--- src/rtl/riscv_pkg.sv ---
// Shared RISC-V core definitions used by the load/store unit.
// Holds the decoder's mem_size encodings, the LSU state type and
// small decode helpers for access width, signedness and alignment.
package riscv_pkg;

    localparam logic [2:0] LDST_B  = 3'd0;
    localparam logic [2:0] LDST_H  = 3'd1;
    localparam logic [2:0] LDST_W  = 3'd2;
    localparam logic [2:0] LDST_BU = 3'd4;
    localparam logic [2:0] LDST_HU = 3'd5;

    typedef enum logic [1:0] {
        IDLE = 2'd0,
        BUSY = 2'd1,
        DONE = 2'd2
    } lsu_state_t;

    // Byte access: signed or unsigned.
    function automatic logic size_is_byte(input logic [2:0] size);
        return (size == LDST_B) || (size == LDST_BU);
    endfunction

    // Halfword access: signed or unsigned.
    function automatic logic size_is_half(input logic [2:0] size);
        return (size == LDST_H) || (size == LDST_HU);
    endfunction

    // Loads that sign-extend their result.
    function automatic logic size_is_signed(input logic [2:0] size);
        return (size == LDST_B) || (size == LDST_H);
    endfunction

    // Anything that is neither byte nor halfword (including the illegal
    // encodings 3, 6 and 7) is handled as a full word.
    function automatic logic is_misaligned(input logic [2:0] size,
                                           input logic [1:0] offset);
        logic mis;
        mis = 1'b0;
        if (size_is_half(size)) begin
            mis = offset[0];
        end else if (!size_is_byte(size)) begin
            mis = (offset != 2'b00);
        end
        return mis;
    endfunction

endpackage

--- src/rtl/lsu_align.sv ---
// Combinational lane logic for the load/store unit.
// Produces byte enables and lane-replicated store data for the outgoing
// access, and selects/extends the returned word for loads. Misaligned
// offsets are forced down to the natural boundary of the access size.
module lsu_align
    import riscv_pkg::*;
(
    input  logic [2:0]  size,
    input  logic [1:0]  offset,
    input  logic [31:0] store_data,
    input  logic [31:0] load_word,
    output logic [3:0]  byte_en,
    output logic [31:0] store_lanes,
    output logic [31:0] load_data
);

    logic [1:0]  eff_off;
    logic [7:0]  load_byte;
    logic [15:0] load_half;

    // Snap the offset to the access boundary, then derive BE and store lanes.
    always_comb begin
        eff_off     = 2'b00;
        byte_en     = 4'b1111;
        store_lanes = store_data;
        if (size_is_byte(size)) begin
            eff_off     = offset;
            byte_en     = 4'b0001 << eff_off;
            store_lanes = {4{store_data[7:0]}};
        end else if (size_is_half(size)) begin
            eff_off     = {offset[1], 1'b0};
            byte_en     = 4'b0011 << eff_off;
            store_lanes = {2{store_data[15:0]}};
        end
    end

    // Pick the addressed lane from the memory word and extend it to 32 bits.
    always_comb begin
        load_byte = load_word[{eff_off, 3'b000} +: 8];
        load_half = load_word[{eff_off[1], 4'b0000} +: 16];
        load_data = load_word;
        if (size_is_byte(size)) begin
            if (size_is_signed(size)) begin
                load_data = {{24{load_byte[7]}}, load_byte};
            end else begin
                load_data = {24'h000000, load_byte};
            end
        end else if (size_is_half(size)) begin
            if (size_is_signed(size)) begin
                load_data = {{16{load_half[15]}}, load_half};
            end else begin
                load_data = {16'h0000, load_half};
            end
        end
    end

endmodule

--- src/rtl/lsu_ctrl.sv ---
// Load/store sequencer between the core and the data-memory port.
// Latches the decoder's memory controls, runs a req/ready handshake with
// memory, returns extended load data and stalls the core meanwhile.
// Optional build macro LSU_MISALIGN_TRAP_EN: misaligned accesses skip
// memory and pulse misalign_o instead of running truncated.
module lsu_ctrl
    import riscv_pkg::*;
#(
    parameter int ADDR_W = 32,
    parameter int DATA_W = 32
) (
    input  logic              clk_i,
    input  logic              rst_ni,
    input  logic              core_req_i,
    input  logic              core_we_i,
    input  logic [2:0]        core_size_i,
    input  logic [ADDR_W-1:0] core_addr_i,
    input  logic [DATA_W-1:0] core_wd_i,
    output logic [DATA_W-1:0] core_rd_o,
    output logic              core_stall_o,
    output logic              mem_req_o,
    output logic              mem_we_o,
    output logic [3:0]        mem_be_o,
    output logic [ADDR_W-1:0] mem_addr_o,
    output logic [DATA_W-1:0] mem_wd_o,
    input  logic [DATA_W-1:0] mem_rd_i,
    input  logic              mem_ready_i
`ifdef LSU_MISALIGN_TRAP_EN
    ,
    output logic              misalign_o
`endif
);

    lsu_state_t        state_q, state_d;

    logic              we_q;
    logic [2:0]        size_q;
    logic [1:0]        off_q;
    logic [ADDR_W-3:0] waddr_q;
    logic [3:0]        be_q;
    logic [31:0]       wd_q;
    logic [31:0]       rd_q;

    logic              take_req;
    logic              busy;
    logic [2:0]        align_size;
    logic [1:0]        align_off;
    logic [3:0]        align_be;
    logic [31:0]       align_wd;
    logic [31:0]       align_rd;

`ifdef LSU_MISALIGN_TRAP_EN
    logic              mis_req;
    logic              mis_q;

    assign mis_req = is_misaligned(core_size_i, core_addr_i[1:0]);
`endif

    assign take_req = (state_q == IDLE) && core_req_i;
    assign busy     = (state_q == BUSY);

    // In IDLE the lane logic works on the incoming request so BE and store
    // data can be latched; afterwards it works on the latched access so the
    // returning load word is decoded with the original size and offset.
    assign align_size = (state_q == IDLE) ? core_size_i      : size_q;
    assign align_off  = (state_q == IDLE) ? core_addr_i[1:0] : off_q;

    lsu_align u_align (
        .size        (align_size),
        .offset      (align_off),
        .store_data  (core_wd_i),
        .load_word   (mem_rd_i),
        .byte_en     (align_be),
        .store_lanes (align_wd),
        .load_data   (align_rd)
    );

    // State register; reset aborts any access in flight.
    always_ff @(posedge clk_i or negedge rst_ni) begin
        if (!rst_ni) begin
            state_q <= IDLE;
        end else begin
            state_q <= state_d;
        end
    end

    // Next state: accept in IDLE, wait for ready in BUSY, DONE lasts one cycle.
    always_comb begin
        state_d = state_q;
        case (state_q)
            IDLE: begin
                if (core_req_i) begin
`ifdef LSU_MISALIGN_TRAP_EN
                    state_d = mis_req ? DONE : BUSY;
`else
                    state_d = BUSY;
`endif
                end
            end
            BUSY: begin
                if (mem_ready_i) begin
                    state_d = DONE;
                end
            end
            DONE: begin
                state_d = IDLE;
            end
            default: begin
                state_d = IDLE;
            end
        endcase
    end

    // Capture the request attributes when a new access is accepted.
    always_ff @(posedge clk_i or negedge rst_ni) begin
        if (!rst_ni) begin
            we_q    <= 1'b0;
            size_q  <= 3'd0;
            off_q   <= 2'd0;
            waddr_q <= '0;
            be_q    <= 4'd0;
            wd_q    <= 32'd0;
        end else if (take_req) begin
            we_q    <= core_we_i;
            size_q  <= core_size_i;
            off_q   <= core_addr_i[1:0];
            waddr_q <= core_addr_i[ADDR_W-1:2];
            be_q    <= align_be;
            wd_q    <= align_wd;
        end
    end

    // Load result register; only a completing load (or a trapped access) changes it.
    always_ff @(posedge clk_i or negedge rst_ni) begin
        if (!rst_ni) begin
            rd_q <= 32'd0;
        end else if (busy && mem_ready_i && !we_q) begin
            rd_q <= align_rd;
`ifdef LSU_MISALIGN_TRAP_EN
        end else if (take_req && mis_req) begin
            rd_q <= 32'd0;
`endif
        end
    end

`ifdef LSU_MISALIGN_TRAP_EN
    // Remember whether the accepted access was a misalignment trap.
    always_ff @(posedge clk_i or negedge rst_ni) begin
        if (!rst_ni) begin
            mis_q <= 1'b0;
        end else if (take_req) begin
            mis_q <= mis_req;
        end
    end

    assign misalign_o = (state_q == DONE) && mis_q;
`endif

    // Memory port is driven only while BUSY; the stall is released in DONE
    // and forced low while reset is asserted.
    always_comb begin
        core_stall_o = rst_ni && core_req_i && (state_q != DONE);
        mem_req_o    = busy;
        mem_we_o     = busy && we_q;
        mem_be_o     = busy ? be_q : 4'd0;
        mem_addr_o   = busy ? {waddr_q, 2'b00} : '0;
        mem_wd_o     = busy ? wd_q : '0;
        core_rd_o    = rd_q;
    end

endmodule

--- config.mk ---
export PLATFORM = sky130hd
export DESIGN_NAME = lsu_ctrl
export DESIGN_NICKNAME = d
export VERILOG_FILES = /design/src/rtl/riscv_pkg.sv /design/src/rtl/lsu_align.sv /design/src/rtl/lsu_ctrl.sv
export SDC_FILE = /design/constraint.sdc
export NUM_CORES = 1
export LEC_CHECK = 0
export CORE_ASPECT_RATIO = 0.5
export CORE_MARGIN = 2
export CORE_UTILIZATION = 32
export CTS_CLUSTER_SIZE = 12
export DETAILED_ROUTE_END_ITERATION = 6
export DONT_BUFFER_PORTS = 1
export GPL_ROUTABILITY_DRIVEN = 0
export SETUP_SLACK_MARGIN = 0.5
export SKIP_LAST_GASP = 1
export SLEW_MARGIN = 20
export SYNTH_ARGS = -nofsm -noshare
export SYNTH_HDL_FRONTEND = slang
export SYNTH_HIERARCHICAL = 1
export SYNTH_SLANG_ARGS = --single-unit
--- constraint.sdc ---
create_clock -name clk_i -period 5 [get_ports clk_i]
set_input_delay 1 -clock clk_i [delete_from_list [all_inputs] [get_ports clk_i]]
set_output_delay 1 -clock clk_i [all_outputs]
set_load 0.02 [all_outputs]
==> impl_metrics.ini <==
[die]
rows = 34
num_io_pins = 207
dieWidth_um = 193.2
die_h_um = 98.60
die_area_um2 = 19050
start_util = 0.3283
coreArea_um2 = 17440

[clock_tree]
cts_num_sinks = 106
cts.clk_slew.worst_paths_ns = 0.08
cts_buffers = 9
clock-root-buffer = clkbuf_16
htree_levels = 3
ctsResizeCount = 0
clockBufferDepth = 2
clk_latency_ns = 0.35
cts_hold_buf = 0
postCtsSetupRepairBufs = 0
tritoncts = built

[worst_hold_path]
hp-class = input port to asynchronous set/reset pin

[setup_path]
reg2reg_setup_slack_ns = 1.50
reg2reg_to = core_rd_o[6]
critical_path_class = flop to flop
required_ns = 5.22
reg2reg_from = state_q[1]
critPathArrivalTime_ns = 3.73
rr_worst_depth = 6
worstPathMaxFanout = 21
crit_path_end_kind = flop
worstSetupStartpointType = flop

[final_layout]
fill_cells = 1724
num-nets-final = 536
syn_to_final_growth_pct = 5.178
drive_above_1_share = 0.3601

[global_route]
antenna_found_initial = 1
grt_usage = 0.1460
grt_pass1_vias = 3590
grt_max_degree = 108
gr-total-overflow = 0
grt_pass1_wl_um = 21080

[timing]
worstMarginPinSlew_ns = 0.9804
tns_ns = 0
finalSetupViolCount = 0
slew_headroom = 0.3464
grt_setup_unrepaired = false
hold_violations = 0
min_period_over_period = 0.7002
min_period_ns = 3.501
setup_ws_ns = 1.499
fmax_mhz = 285.6
clock_skew_ns = 0.01474
hold_slack_ns = 0.3452
finalMaxSlewViolations = 0

[power_and_ir_drop]
p_per_area_nw_per_um2 = 621.0
ir_drop_mv = 0.2690
power_leakage_nw = 2.482
p_seq_frac = 0.433
clkPwrFrac = 0.185
switchingPower_mw = 1.452
power_mw = 3.741
p_int_mw = 2.288
p_sw_frac = 0.3882
comb_power_share = 0.382

[drt]
drtIter0Drc = 178
post_drt_wl_per_cell_um = 20.79
final_antenna_net_count = 0
route.detailed.drc = 0
vias = 3422
dr.pass1.iters = 4
wl_um = 13950
vias_per_cell = 5.100

[outcome]
outcome = finished, final reports clean

[logic_synthesis]
ys_top_cells_by_area = dfrtp_1 (46%), mux2_2 (19%), mux2_4 (7.9%)
synthFlopType = dfrtp_1
synth-edff-count = 0
yosysMostFrequentCell = dfrtp_1
synth_cells = 460
yosysTopAreaCellShare = 0.4632
yosys_warnings = 6
async_flop_share = 1.000
syn_area_um2 = 5727
synth.distinct_cells = 31
synth_seq_area_share = 0.4632
synth.largest_area_cell = dfrtp_1
avgSynthCellArea_um2 = 12.45
yosys_register_bits = 106
synth_common_cells = dfrtp_1 (106), mux2_2 (96), and2_1 (69)

[placement]
portBuffers = 0
pre_cts_ws_ns = 1.449
place.detailed.hpwl_um = 9416

[run]
max_cap_viol_count = 0
==> cell usage in the layout (no fill, tap or decap) <==
| cell type | netlist | final |
|---|---|---|
| or2b_1 | 1 | 1 |
| nor2_1 | 5 | 5 |
| clkbuf_1 | 14 | 1 |
| clkbuf_8 | 0 | 2 |
| nor3b_2 | 0 | 1 |
| clkinvlp_4 | 0 | 2 |
| clkbuf_16 | 0 | 9 |
| inv_1 | 1 | 1 |
| nand3_1 | 15 | 15 |
| and2b_4 | 0 | 1 |
| nand2_1 | 26 | 26 |
| nand4_1 | 1 | 1 |
| o21bai_1 | 1 | 1 |
| or2_1 | 1 | 1 |
| conb_1 | 1 | 2 |
| nor2_4 | 1 | 1 |
| buf_4 | 12 | 4 |
| nor4bb_4 | 0 | 1 |
| a21oi_1 | 2 | 2 |
| o21ai_1 | 10 | 10 |
| dfrtp_1 | 106 | 106 |
| nand2b_1 | 2 | 2 |
| diode_2 | 0 | 1 |
| mux2i_1 | 10 | 10 |
| and2_1 | 69 | 69 |
| mux2_2 | 96 | 96 |
| inv_6 | 0 | 1 |
| mux2_4 | 30 | 30 |
| nand3b_1 | 2 | 2 |
| mux4_2 | 9 | 9 |
| o21ai_0 | 22 | 22 |
| nor2b_1 | 2 | 2 |
==> power by group through the flow <==
stage          Sequential (mW)  Clock [mW]  Combinational (mW)
2_1_floorplan             1.55           0                1.30
3_3_place_gp              1.63           0                1.41
3_5_place_dp              1.64           0                1.44
4_1_cts                   1.63       0.720                1.44
5_1_grt                   1.68       0.753                1.54
6_report                  1.62       0.693                1.43
==> kinds of logic (layout without fill, tap and decap cells) <==
logic type             count (synthesis)  after routing  synth area share
and+or+nand+nor                      128            128            0.1258
AOI/OAI and AO/OA                     35             35           0.03103
muxes                                145            145            0.3203
DFF                                  106            106            0.4632
other                                  1              3         0.0006548
buffers and inverters                 45             20           0.05899
==> how the worst max path moves through the flow <==
| stage | startpoint | end | depth (start not counted) |
|---|---|---|---|
| after floorplan | core_size_i[1] | core_rd_o[1] | 7 |
| after global placement | core_size_i[0] | core_rd_o[3] | 5 |
| after detailed placement | core_size_i[0] | core_rd_o[6] | 5 |
| after CTS | state_q[1] | core_rd_o[6] | 6 |
| after global routing | state_q[1] | core_rd_o[6] | 6 |
| final | state_q[1] | core_rd_o[6] | 6 |
==> cell type report <==
class	count	area, um^2	share of cell area
antenna	1	2.502	0.0004155
clock buffer	12	256.5	0.04258
clock inverter	3	23.77	0.003947
inverter	1	3.754	0.0006232
multi-input combinational	310	2761	0.4585
sequential	106	2653	0.4404
tap	234	292.8	0.04861
timing repair buffer	4	30.03	0.004985
==> layer usage <==
layer  share of wire  vias to the layer above  GRT usage  routed length [um]
met5               0                        -          0                   0
met3           0.079                       15    0.05306                1099
li1                -                     1522          -                   -
met1            0.42                     1774     0.1773                5881
met4           0.014                        0    0.04487                 197
met2            0.49                      111     0.2426                6768
==> flip-flops by register name (all words and copies together) (netlist names) <==
register / cells
be_q: 4
waddr_q: 30
off_q: 2
size_q: 3
wd_q: 32
core_rd_o: 32
state_q: 2
we_q: 1
==> metrics by stage <==
step | instances | util | area, um^2
floorplan | 461 | - | 5731
global placement | 655 | 0.3291 | 5739
detailed placement | 655 | 0.3291 | 5739
CTS | 670 | 0.3451 | 6020
global route | 670 | 0.3452 | 6021
finish | 671 | 0.3453 | 6023
==> critical path: stages, from the launching register on <==
cell     delay (ns)
dfrtp_1        0.47
nor2_1         0.37
mux2_2         0.65
nor2_4         0.41
and2_1         0.60
mux4_2         0.59
mux2_4         0.27
No activity file was read; power rests on OpenSTA's default activity.
